File: config.mk
export PLATFORM = sky130hd
export DESIGN_NAME = hood_gear_timer_flat
export DESIGN_NICKNAME = d
export VERILOG_FILES = /design/src/rtl/hood_pkg.sv /design/src/rtl/hood_gear_timer_if.sv /design/src/rtl/hood_bcd_clock.sv /design/src/rtl/hood_gear_timer.sv /design/src/flat_wrapper.sv
export SDC_FILE = /design/constraint.sdc
export NUM_CORES = 1
export LEC_CHECK = 0
export CAP_MARGIN = 10
export CORE_MARGIN = 4
export CORE_UTILIZATION = 55
export DETAILED_ROUTE_END_ITERATION = 6
export PLACE_DENSITY = 0.84
export SYNTH_ARGS = -nofsm -noshare
export SYNTH_HDL_FRONTEND = slang
export SYNTH_HIERARCHICAL = 1
export SYNTH_SLANG_ARGS = --single-unit
export TNS_END_PERCENT = 50
File: constraint.sdc
create_clock -name clk_1hz -period 20.4 [get_ports clk_1hz]
set_input_delay 4.08 -clock clk_1hz [delete_from_list [all_inputs] [get_ports clk_1hz]]
set_output_delay 4.08 -clock clk_1hz [all_outputs]
set_load 0.02 [all_outputs]
File: src/rtl/hood_pkg.sv
// Shared types and constants for the range-hood gear timer.
package hood_pkg;

  localparam int unsigned BcdDigitW = 4;

  // Requested-mode encodings from the mode FSM; 4..7 are treated as standby.
  localparam logic [2:0] MODE_STANDBY = 3'd0;
  localparam logic [2:0] MODE_G1      = 3'd1;
  localparam logic [2:0] MODE_G2      = 3'd2;
  localparam logic [2:0] MODE_HURR    = 3'd3;

  typedef enum logic [1:0] {
    StIdle,
    StRun,
    StHurr,
    StHold
  } hood_state_e;

  // Binary seconds (0..5999) to MM:SS BCD.
  function automatic logic [4*BcdDigitW-1:0] sec_to_mmss_bcd(input logic [12:0] sec);
    int unsigned mm;
    int unsigned ss;
    mm = 32'(sec) / 32'd60;
    ss = 32'(sec) % 32'd60;
    return {4'(mm / 32'd10), 4'(mm % 32'd10), 4'(ss / 32'd10), 4'(ss % 32'd10)};
  endfunction

endpackage

File: src/rtl/hood_gear_timer_if.sv
// Mode request in, gear/time/status out, between the mode FSM and the gear timer.
interface hood_gear_timer_if;
  import hood_pkg::*;

  logic [2:0]             mode_state;
  logic                   menu_btn;
  logic                   clean_done;
  logic [1:0]             fan_level;
  logic                   hurricane_active;
  logic                   hurricane_avail;
  logic                   hurricane_done;
  logic                   return_state;
  logic [6*BcdDigitW-1:0] cum_bcd;
  logic [4*BcdDigitW-1:0] cd_bcd;
  logic                   display_sel;
  logic                   clean_remind;

  modport master (
    output mode_state, menu_btn, clean_done,
    input  fan_level, hurricane_active, hurricane_avail, hurricane_done, return_state,
    input  cum_bcd, cd_bcd, display_sel, clean_remind
  );

  modport slave (
    input  mode_state, menu_btn, clean_done,
    output fan_level, hurricane_active, hurricane_avail, hurricane_done, return_state,
    output cum_bcd, cd_bcd, display_sel, clean_remind
  );

endinterface

File: src/rtl/hood_bcd_clock.sv
// Cascaded BCD HH:MM:SS counter, wraps 99:59:59 -> 00:00:00.
module hood_bcd_clock import hood_pkg::*; #(
  parameter logic [6*BcdDigitW-1:0] ResetVal = '0
) (
  input  logic                   clk_i,
  input  logic                   rst_ni,
  input  logic                   inc_i,
  output logic [6*BcdDigitW-1:0] bcd_o
);

  // Digit 0 is seconds units, digit 5 is hours tens.
  localparam logic [5:0][BcdDigitW-1:0] DigMax = {4'd9, 4'd9, 4'd5, 4'd9, 4'd5, 4'd9};

  logic [5:0][BcdDigitW-1:0] dig_q, dig_d;
  logic                      carry;

  // Ripple the increment through the digits, rolling each at its own limit.
  always_comb begin
    dig_d = dig_q;
    carry = inc_i;
    for (int i = 0; i < 6; i++) begin
      if (carry) begin
        if (dig_q[i] == DigMax[i]) begin
          dig_d[i] = '0;
        end else begin
          dig_d[i] = dig_q[i] + 4'd1;
          carry    = 1'b0;
        end
      end
    end
  end

  // Digit registers.
  always_ff @(posedge clk_i or negedge rst_ni) begin
    if (!rst_ni) begin
      dig_q <= ResetVal;
    end else begin
      dig_q <= dig_d;
    end
  end

  assign bcd_o = dig_q;

endmodule

File: src/rtl/hood_gear_timer.sv
// Fan-gear timing controller: cumulative run time, hurricane countdown with a
// per-reset use budget, and an optional cleaning reminder enabled by defining
// HOOD_CLEAN_REMIND_EN.
module hood_gear_timer import hood_pkg::*; #(
  parameter int unsigned      HURRICANE_SEC    = 60,
  parameter int unsigned      HURRICANE_USES   = 1,
  parameter int unsigned      CLEAN_REMIND_SEC = 36000,
  parameter logic [23:0]      CumResetBcd      = '0
) (
  input  logic              clk_1hz,
  input  logic              rst,
  hood_gear_timer_if.slave  bus
);

  localparam int unsigned    CdW     = 13;
  localparam logic [CdW-1:0] HurrSec = CdW'(HURRICANE_SEC);
  localparam logic [3:0]     HurrUse = 4'(HURRICANE_USES);

  hood_state_e    state_q, state_d, idle_state;
  logic [1:0]     fan_q, fan_d, idle_fan;
  logic [CdW-1:0] cd_q, cd_d;
  logic [3:0]     uses_q, uses_d;
  logic           armed_q, armed_d;
  logic           menu_q, menu_d;
  logic           ret_q, ret_d;
  logic           done_q, done_d;
  logic [15:0]    cd_bcd_q;
  logic           mode_hurr, enter_hurr, take_idle, cum_inc;
  logic [23:0]    cum_bcd;

  // Next-state: the IDLE/RUN decision is shared by HOLD exit and HURR abort/exit.
  always_comb begin
    state_d    = state_q;
    fan_d      = fan_q;
    cd_d       = cd_q;
    uses_d     = uses_q;
    armed_d    = armed_q;
    menu_d     = menu_q;
    ret_d      = ret_q;
    done_d     = 1'b0;
    idle_state = StIdle;
    idle_fan   = 2'd0;
    enter_hurr = 1'b0;
    take_idle  = 1'b0;
    mode_hurr  = (bus.mode_state == MODE_HURR);

    case (bus.mode_state)
      MODE_G1, MODE_G2: begin
        idle_state = StRun;
        idle_fan   = bus.mode_state[1:0];
      end
      MODE_HURR: begin
        if (armed_q && uses_q != 4'd0) begin
          idle_state = StHurr;
          idle_fan   = 2'd3;
          enter_hurr = 1'b1;
        end else begin
          // Hurricane not available: fall back to gear 2.
          idle_state = StRun;
          idle_fan   = 2'd2;
        end
      end
      default: ;
    endcase

    unique case (state_q)
      StIdle, StRun: take_idle = 1'b1;
      StHold:        take_idle = !mode_hurr;
      StHurr: begin
        if (bus.menu_btn) menu_d = 1'b1;
        // Completion takes priority over a same-tick mode change.
        if (cd_q == CdW'(1)) begin
          cd_d   = '0;
          done_d = 1'b1;
          ret_d  = !(menu_q || bus.menu_btn);
          if (mode_hurr) begin
            state_d = StHold;
            fan_d   = ret_d ? 2'd2 : 2'd0;
          end else begin
            take_idle = 1'b1;
          end
        end else if (!mode_hurr) begin
          take_idle = 1'b1;
        end else begin
          cd_d = cd_q - CdW'(1);
        end
      end
      default: ;
    endcase

    if (take_idle) begin
      state_d = idle_state;
      fan_d   = idle_fan;
      if (enter_hurr) begin
        cd_d    = HurrSec;
        uses_d  = uses_q - 4'd1;
        menu_d  = 1'b0;
        armed_d = 1'b0;
      end
    end

    if (!mode_hurr) armed_d = 1'b1;
  end

  // FSM state and registered outputs.
  always_ff @(posedge clk_1hz or negedge rst) begin
    if (!rst) begin
      state_q  <= StIdle;
      fan_q    <= 2'd0;
      cd_q     <= HurrSec;
      uses_q   <= HurrUse;
      armed_q  <= 1'b1;
      menu_q   <= 1'b0;
      ret_q    <= 1'b1;
      done_q   <= 1'b0;
      cd_bcd_q <= sec_to_mmss_bcd(HurrSec);
    end else begin
      state_q  <= state_d;
      fan_q    <= fan_d;
      cd_q     <= cd_d;
      uses_q   <= uses_d;
      armed_q  <= armed_d;
      menu_q   <= menu_d;
      ret_q    <= ret_d;
      done_q   <= done_d;
      cd_bcd_q <= sec_to_mmss_bcd(cd_d);
    end
  end

  // Run time accrues on every tick that ends with the fan on.
  assign cum_inc = (fan_d != 2'd0);

  hood_bcd_clock #(
    .ResetVal (CumResetBcd)
  ) u_cum_clock (
    .clk_i  (clk_1hz),
    .rst_ni (rst),
    .inc_i  (cum_inc),
    .bcd_o  (cum_bcd)
  );

`ifdef HOOD_CLEAN_REMIND_EN
  localparam logic [19:0] CleanSec = 20'(CLEAN_REMIND_SEC);

  logic [19:0] acc_q, acc_d;

  // Saturating run-time accumulator; clean_done beats any same-tick increment.
  always_comb begin
    acc_d = acc_q;
    if (bus.clean_done) begin
      acc_d = '0;
    end else if (cum_inc && acc_q != CleanSec) begin
      acc_d = acc_q + 20'd1;
    end
  end

  // Accumulator register.
  always_ff @(posedge clk_1hz or negedge rst) begin
    if (!rst) begin
      acc_q <= '0;
    end else begin
      acc_q <= acc_d;
    end
  end

  assign bus.clean_remind = (acc_q == CleanSec);
`else
  logic unused_clean_done;
  assign unused_clean_done = bus.clean_done;
  assign bus.clean_remind  = 1'b0;
`endif

  assign bus.fan_level        = fan_q;
  assign bus.hurricane_active = (state_q == StHurr);
  assign bus.hurricane_avail  = (uses_q != 4'd0);
  assign bus.hurricane_done   = done_q;
  assign bus.return_state     = ret_q;
  assign bus.cum_bcd          = cum_bcd;
  assign bus.cd_bcd           = cd_bcd_q;
  assign bus.display_sel      = (state_q == StHurr);

endmodule

File: src/flat_wrapper.sv
// flat-port wrapper written by rule: the top's interface ports become plain ports
module hood_gear_timer_flat import hood_pkg::*;
#(
  parameter int unsigned      HURRICANE_SEC    = 60,
  parameter int unsigned      HURRICANE_USES   = 1,
  parameter int unsigned      CLEAN_REMIND_SEC = 36000,
  parameter logic [23:0]      CumResetBcd      = '0
)
  (clk_1hz, rst, bus_mode_state, bus_menu_btn, bus_clean_done, bus_fan_level, bus_hurricane_active, bus_hurricane_avail, bus_hurricane_done, bus_return_state, bus_cum_bcd, bus_cd_bcd, bus_display_sel, bus_clean_remind);
  hood_gear_timer_if bus_i ();
  input  logic clk_1hz;
  input  logic rst;
  input wire logic [$bits(bus_i.mode_state)-1:0] bus_mode_state;
  input wire logic [$bits(bus_i.menu_btn)-1:0] bus_menu_btn;
  input wire logic [$bits(bus_i.clean_done)-1:0] bus_clean_done;
  output wire logic [$bits(bus_i.fan_level)-1:0] bus_fan_level;
  output wire logic [$bits(bus_i.hurricane_active)-1:0] bus_hurricane_active;
  output wire logic [$bits(bus_i.hurricane_avail)-1:0] bus_hurricane_avail;
  output wire logic [$bits(bus_i.hurricane_done)-1:0] bus_hurricane_done;
  output wire logic [$bits(bus_i.return_state)-1:0] bus_return_state;
  output wire logic [$bits(bus_i.cum_bcd)-1:0] bus_cum_bcd;
  output wire logic [$bits(bus_i.cd_bcd)-1:0] bus_cd_bcd;
  output wire logic [$bits(bus_i.display_sel)-1:0] bus_display_sel;
  output wire logic [$bits(bus_i.clean_remind)-1:0] bus_clean_remind;
  assign bus_i.mode_state = bus_mode_state;
  assign bus_i.menu_btn = bus_menu_btn;
  assign bus_i.clean_done = bus_clean_done;
  assign bus_fan_level = bus_i.fan_level;
  assign bus_hurricane_active = bus_i.hurricane_active;
  assign bus_hurricane_avail = bus_i.hurricane_avail;
  assign bus_hurricane_done = bus_i.hurricane_done;
  assign bus_return_state = bus_i.return_state;
  assign bus_cum_bcd = bus_i.cum_bcd;
  assign bus_cd_bcd = bus_i.cd_bcd;
  assign bus_display_sel = bus_i.display_sel;
  assign bus_clean_remind = bus_i.clean_remind;
  hood_gear_timer #(.HURRICANE_SEC(HURRICANE_SEC), .HURRICANE_USES(HURRICANE_USES), .CLEAN_REMIND_SEC(CLEAN_REMIND_SEC), .CumResetBcd(CumResetBcd)) u_core (.clk_1hz(clk_1hz), .rst(rst), .bus(bus_i));
endmodule
==> results of run 1 <==
-- per-stage QoR --
stage	total power [mW]	utilization, %	worst slack [ps]	hold WS [ps]
final	0.673	63.5	4950	478
after global routing	0.719	63.5	3940	505
after CTS	0.671	63.5	5200	478
after detailed placement	0.576	61.9	4950	457
after global placement	0.555	61.9	5250	450
after floorplan	0.486	-	7600	435
-- critical path: cells and delay by family --
| kind | cells | cell delay, ps |
|---|---|---|
| AO/OA/AOI/OAI | 14 | 5220 |
| XOR/XNOR | 2 | 640 |
| adder cells (fa/ha/maj) | 3 | 730 |
| buffers and inverters | 3 | 780 |
| multiplexers | 4 | 970 |
| AND/OR/NAND/NOR | 11 | 3280 |
-- worst max-delay path by stage --
stage | end | cells past startpoint | slack (ps) | startpoint
2_1_floorplan | u_core/bus.cd_bcd[3]$_DFF_PN0_ | 41 | 7600 | bus_mode_state[0]
3_3_place_gp | u_core/bus.cd_bcd[3]$_DFF_PN0_ | 37 | 5250 | bus_mode_state[0]
3_5_place_dp | u_core/bus.cd_bcd[3]$_DFF_PN0_ | 37 | 4950 | bus_mode_state[0]
4_1_cts | u_core/bus.cd_bcd[3]$_DFF_PN0_ | 37 | 5200 | bus_mode_state[0]
5_1_grt | u_core/bus.cd_bcd[3]$_DFF_PN0_ | 39 | 3940 | bus_mode_state[0]
6_report | u_core/bus.cd_bcd[3]$_DFF_PN0_ | 37 | 4950 | bus_mode_state[0]
-- logic make-up after synthesis --
logic type / Yosys count / share of synthesized area [%]
buf+inv: 59 / 4.59
compound gates: 202 / 27.1
other cells: 1 / 0.0652
xor+xnor: 53 / 8.20
flops: 64 / 28.0
fa+ha+maj: 13 / 2.74
mux: 26 / 5.16
simple gates: 246 / 24.1
-- per-layer routing --
metal	track usage, %	vias to the layer above	part of all wire, %
met3	3.96	20	5.8
met2	41.1	226	49
met5	0	-	0
met4	8.88	0	1.7
li1	-	2581	-
met1	31.1	2600	44
-- cells in the final DEF (no fill, tap or decap), types with 17 or more instances in the layout --
cell type,count
nand2_1,50
o21ai_0,36
a21oi_1,30
clkdlybuf4s50_1,51
dfrtp_1,56
inv_1,31
nor3_1,17
nor2_1,55
xor2_1,17
nand3_1,17
xnor2_1,35
-- registers in the layout, indices dropped and copies added, names as in the netlist --
register and count:
u_core/u_cum_clock/bcd_o 24, u_core/bus.cd_bcd 16, u_core/cd_q 12, u_core/uses_q 4, u_core/bus.fan_level 2, u_core/state_q 2, u_core/armed_q 1, u_core/bus.hurricane_done 1
u_core/bus.return_state 1, u_core/menu_q 1
-- power breakdown --
group	switching, mW	internal (mW)
logic	0.228	0.180
registers	0.0192	0.155
clock network	0.0434	0.0475
-- cell type report --
cell class	count	area [µm²]	area share [%]
Inverter	36	135	2.08
Tap cell	136	170	2.62
Clock inverter	1	5.00	0.0770
Sequential cell	64	1610	24.8
Clock buffer	15	156	2.41
Multi-Input combinational cell	541	3870	59.6
Timing Repair Buffer	56	546	8.39
==> qor.yml, run 1 <==
critical_path:
  crit_path_top_delay_cell: "o2111ai_1"
  cp-start-kind: "input pin"
  crit_type: "in -> reg"
  r2r-end: "u_core/bus.cd_bcd[3]$_DFF_PN0_"
  critical-path-max-stage-delay_ps: 870
  worstReg2RegStart: "u_core/uses_q[0]$_DFFE_PN1P_"
  critPathCaptureType: "register"
  ff2ff_setup_slack_ps: 8600
  cp_max_fo: 13
  r2r_cells: 38
  crit_top_cell: "a211oi_2"
  crit_required_ps: 20680
  critical_path_arrival_ps: 15730
synth:
  syn_area_um2: 5750
  synth.area.top_cells: "dfrtp_1 (24%), xnor2_1 (5.3%), dfstp_2 (3.7%)"
  seq_area_frac_synth_pct: 28.0
  synth_ff_type: "dfrtp_1"
  synthTopCellsByCount: "dfrtp_1 (56), nor2_1 (55), nand2_1 (50)"
  synth_cells: 664
  synth-seq-cells: 64
  synth_top_area_share_pct: 24.4
  yosysUniqueCellTypes: 108
  synth.avg_cell_area_um2: 8.66
  async_reset_ff_share_pct: 100
  synth_edf_count: 0
  synth-warning-count: 6
  synth.largest_area_cell: "dfrtp_1"
  post-synth-top-count-cell: "dfrtp_1"
  syn_nets: 682
timing:
  rsz0062_at_grt: "false"
  drv_slew: 0
  tns_ps: 0
  max_freq_mhz: 64.7
  skew_ps: 7.53
  finalSetupViolations: 0
  worst_slew_margin_rel_pct: 27.8
  finalCritPeriodShare_pct: 75.7
  fin_crit_ps: 15450
  finalHoldViolations: 0
  tightestPinTransition_ps: 1070
placed_design:
  placed_cells: 833
  gp_congestion: 0.906
  dpl_cell_area_um2: 6340
  io_buffers: 52
  dpl.hpwl_um: 10800
floorplan:
  rows: 37
  design.portCount: 55
  fp.dieW_um: 110
  die_area_um2: 12200
  coreArea_um2: 10200
  die_h_um: 110
  start_util_pct: 56.2
cells_and_area:
  fin_nets: 726
  syn2layout_area_growth_pct: 13.0
  antenna_cells: 0
  fin_area_um2: 6500
  drive_above_1_share_pct: 12.6
  fillers: 838
  instances_no_fill: 849
routing:
  drt_pass1_iterations: 5
  wl_um: 14400
  drc: 0
  via_count: 5427
  avgRoutedWirePerCell_um: 17.0
  vias_per_cell: 6.39
  drtIter0Drc: 548
  ant_nets: 0
outcome:
  outcome: "finished, final reports clean"
clock_network:
  post_cts_buffers: 0
  cts_resized: 0
  clock-sinks: 64
  clk_pin_slew_ps: 60
  clk_latency_ps: 340
  htree_levels: 3
  cts_made_buffers: 9
  cts_tree: "done"
  clockBufferDepth: 2
  ctsHoldBuffers: 0
  cts-root-buf: "clkbuf_8"
power:
  p_per_area_nw_per_um2: 103
  ir_drop_uv: 63.5
  p_leak_nw: 2.64
worst_hold_path:
  hold_end: "u_core/armed_q$_DFFE_PN1P_"
  holdCritStartpoint: "u_core/armed_q$_DFFE_PN1P_"
  min_path_cells: 2
  min_path_type: "reg -> reg"
flow_run:
  max_cap_violations: 0
global_route:
  antenna_found_initial: 0
  grt_overflow: 0
  track_usage_pct: 24.2
  grt_pass1_wl_um: 23900
  grt_pass1_vias: 5168
  grt_max_degree: 65
Note: power is estimated with default switching activity, not from simulation.
==> run 2, diff against run 1 <==
Clock period 20.4 ns to 15.2 ns, I/O delays scaled along.
==> run 2 against run 1 <==
Effect of this change:
- largest power group unchanged
- global-route usage up 0.31 points
- flip-flop and latch count unchanged
- sequential power up 33%
- critical path depth up 1
- sequential share of layout area down 0.16 points
- die area unchanged
- critical path type unchanged
- routed wire length up 1.3%
- critical endpoint unchanged
==> qor.yml, run 2 (synthesized netlist as in run 1, its figures left out) <==
routing:
  ant_nets: 0  # unchanged
  drtIter0Drc: 608  # was 548
  wl_um: 14600  # was 14400 µm
  via_count: 5479  # was 5427
  drc: 0  # unchanged
  avgRoutedWirePerCell_um: 17.2  # was 17.0 µm
  drt_pass1_iterations: 5  # unchanged
  vias_per_cell: 6.45  # was 6.39
power:
  p_leak_nw: 2.67  # was 2.64 nW
  finalPower_uw: 923  # was 673 µW
  ir_drop_uv: 102  # was 63.5 µV
  p_per_area_nw_per_um2: 141  # was 103 nW/µm²
clock_network:
  clock-sinks: 64  # unchanged
  cts_tree: "done"  # unchanged
  clk_pin_slew_ps: 70  # was 60 ps
  clockBufferDepth: 2  # unchanged
  cts-root-buf: "clkbuf_8"  # unchanged
  clk_latency_ps: 340  # about the same
  ctsHoldBuffers: 0  # unchanged
  htree_levels: 3  # unchanged
  post_cts_buffers: 0  # unchanged
  cts_resized: 0  # unchanged
  cts_made_buffers: 9  # unchanged
timing:
  rsz0062_at_grt: "false"  # unchanged
  skew_ps: 11.1  # was 7.53 ps
  tightestPinTransition_ps: 1040  # was 1070 ps
  finalCritPeriodShare_pct: 93.1
  tns_ps: 0  # unchanged
  worst_slew_margin_rel_pct: 30.7  # was 27.8%
  finalSetupViolations: 0  # unchanged
  fin_crit_ps: 14150
  drv_slew: 0  # unchanged
  finalHoldViolations: 0  # unchanged
  max_freq_mhz: 70.7
  whs_ps: 471  # was 478 ps
cells_and_area:
  final_cell_mix: "dfrtp_1 (56), nor2_1 (55), clkdlybuf4s50_1 (51)"  # unchanged
  multi_input_area_um2: 3870  # unchanged
  fin_nets: 727  # was 726
  fin_util_pct: 63.9  # was 63.5%
  syn2layout_area_growth_pct: 13.8  # was 13.0%
  layout_commonest_cell: "dfrtp_1"  # unchanged
  antenna_cells: 0  # unchanged
  drive_above_1_share_pct: 13.2  # was 12.6%
  largest_reg_flops: 24  # unchanged
  seqCellArea_um2: 1610  # unchanged
  fillers: 804  # was 838
placed_design:
  io_buffers: 52  # unchanged
  gp_congestion: 0.922  # was 0.906
  dpl.hpwl_um: 11000  # was 10800 µm
outcome:
  outcome: "finished, final reports clean"  # unchanged
floorplan:
  rows: 37  # unchanged
  die_area_um2: 12200  # unchanged
  die_h_um: 110  # unchanged
  design.portCount: 55  # unchanged
  coreArea_um2: 10200  # unchanged
  fp.dieW_um: 110  # unchanged
  start_util_pct: 56.2  # unchanged
critical_path:
  ff2ff_setup_slack_ps: 3560  # was 8600 ps
  cp-start-kind: "input pin"  # unchanged
  critical-path-max-stage-delay_ps: 880  # was 870 ps
  r2r_cells: 39  # was 38
  cp-endpoint: "u_core/bus.cd_bcd[3]$_DFF_PN0_"  # unchanged
  crit_path_top_delay_cell: "o2111ai_1"  # unchanged
  r2r-end: "u_core/bus.cd_bcd[3]$_DFF_PN0_"  # unchanged
  critical_path.startpoint: "bus_mode_state[0]"  # unchanged
  crit_buf_inv: 5  # was 3
  cpLargestDelayFamily: "compound AO/OA/AOI/OAI gates"  # unchanged
  crit_type: "in -> reg"  # unchanged
  cp_max_fo: 13  # unchanged
  worstReg2RegStart: "u_core/uses_q[0]$_DFFE_PN1P_"  # unchanged
  critical_path_arrival_ps: 14430  # was 15730 ps
  cp.depth: 38  # was 37
  critPathCaptureType: "register"  # unchanged
  crit_required_ps: 15480  # was 20680 ps
global_route:
  grt_max_degree: 65  # unchanged
  grt_pass1_vias: 5101  # was 5168
  track_usage_pct: 24.5  # was 24.2%
  antenna_found_initial: 0  # unchanged
  grt_pass1_wl_um: 24200  # was 23900 µm
  grt_overflow: 0  # unchanged
worst_hold_path:
  min_path_type: "reg -> reg"  # unchanged
  min_path_cells: 1  # was 2
flow_run:
  max_cap_violations: 0  # unchanged
-- run 2: cell count changes in the layout (fill, tap and decap cells not counted) --
cell and change:
clkbuf_2 +1, clkinv_2 +1, clkbuf_1 -3, bufinv_16 +1, clkbuf_8 +1
-- run 2: through the flow --
step,instance area [µm²],cells,setup slack [ps]
after floorplan,5750,664,3440
after global placement,6340,833,1320
after detailed placement,6340,833,960
after CTS,6540,849,1280
after global routing,6540,850,240
final,6540,850,1050
-- run 2: routing by layer --
metal	routed length [µm]	GRT usage (%)	vias up
li1	-	-	2590
met1	6430	32.8	2630
met2	6900	40.3	228
met3	917	3.44	31
met4	343	9.32	0
met5	0	0	-
-- run 2: final cells by class --
cell class / count / share of cell area, %
multi-input combinational: 541 / 59.2
sequential: 64 / 24.6
timing repair buffer: 57 / 8.42
tap: 136 / 2.60
clock buffer: 13 / 2.43
inverter: 36 / 2.07
clock inverter: 3 / 0.612
-- run 2: how the worst min path moves through the flow --
| stage | startpoint | to | slack (ps) |
|---|---|---|---|
| CTS | u_core/uses_q[3]$_DFFE_PN0P_ | u_core/uses_q[3]$_DFFE_PN0P_ | 460 |
| floorplan | u_core/uses_q[3]$_DFFE_PN0P_ | u_core/uses_q[3]$_DFFE_PN0P_ | 440 |
| global route | u_core/uses_q[3]$_DFFE_PN0P_ | u_core/uses_q[3]$_DFFE_PN0P_ | 470 |
| finish | u_core/uses_q[3]$_DFFE_PN0P_ | u_core/uses_q[3]$_DFFE_PN0P_ | 470 |
| detailed placement | u_core/uses_q[3]$_DFFE_PN0P_ | u_core/uses_q[3]$_DFFE_PN0P_ | 450 |
| global placement | u_core/uses_q[3]$_DFFE_PN0P_ | u_core/uses_q[3]$_DFFE_PN0P_ | 450 |
-- run 2: worst register-to-register path, delay by kind of cell, from the launching register on --
family | cells | cell delay, ps
compound gates | 13 | 4510
simple gates | 12 | 4080
mux | 4 | 880
fa+ha+maj | 4 | 870
buf+inv | 5 | 680
flops | 1 | 370
xor+xnor | 1 | 190
-- run 2: report_power, final --
part / internal (mW) / switching, mW
combinational: 0.241 / 0.304
clock: 0.0843 / 0.0619
sequential: 0.207 / 0.0245
total: 0.533 / 0.390
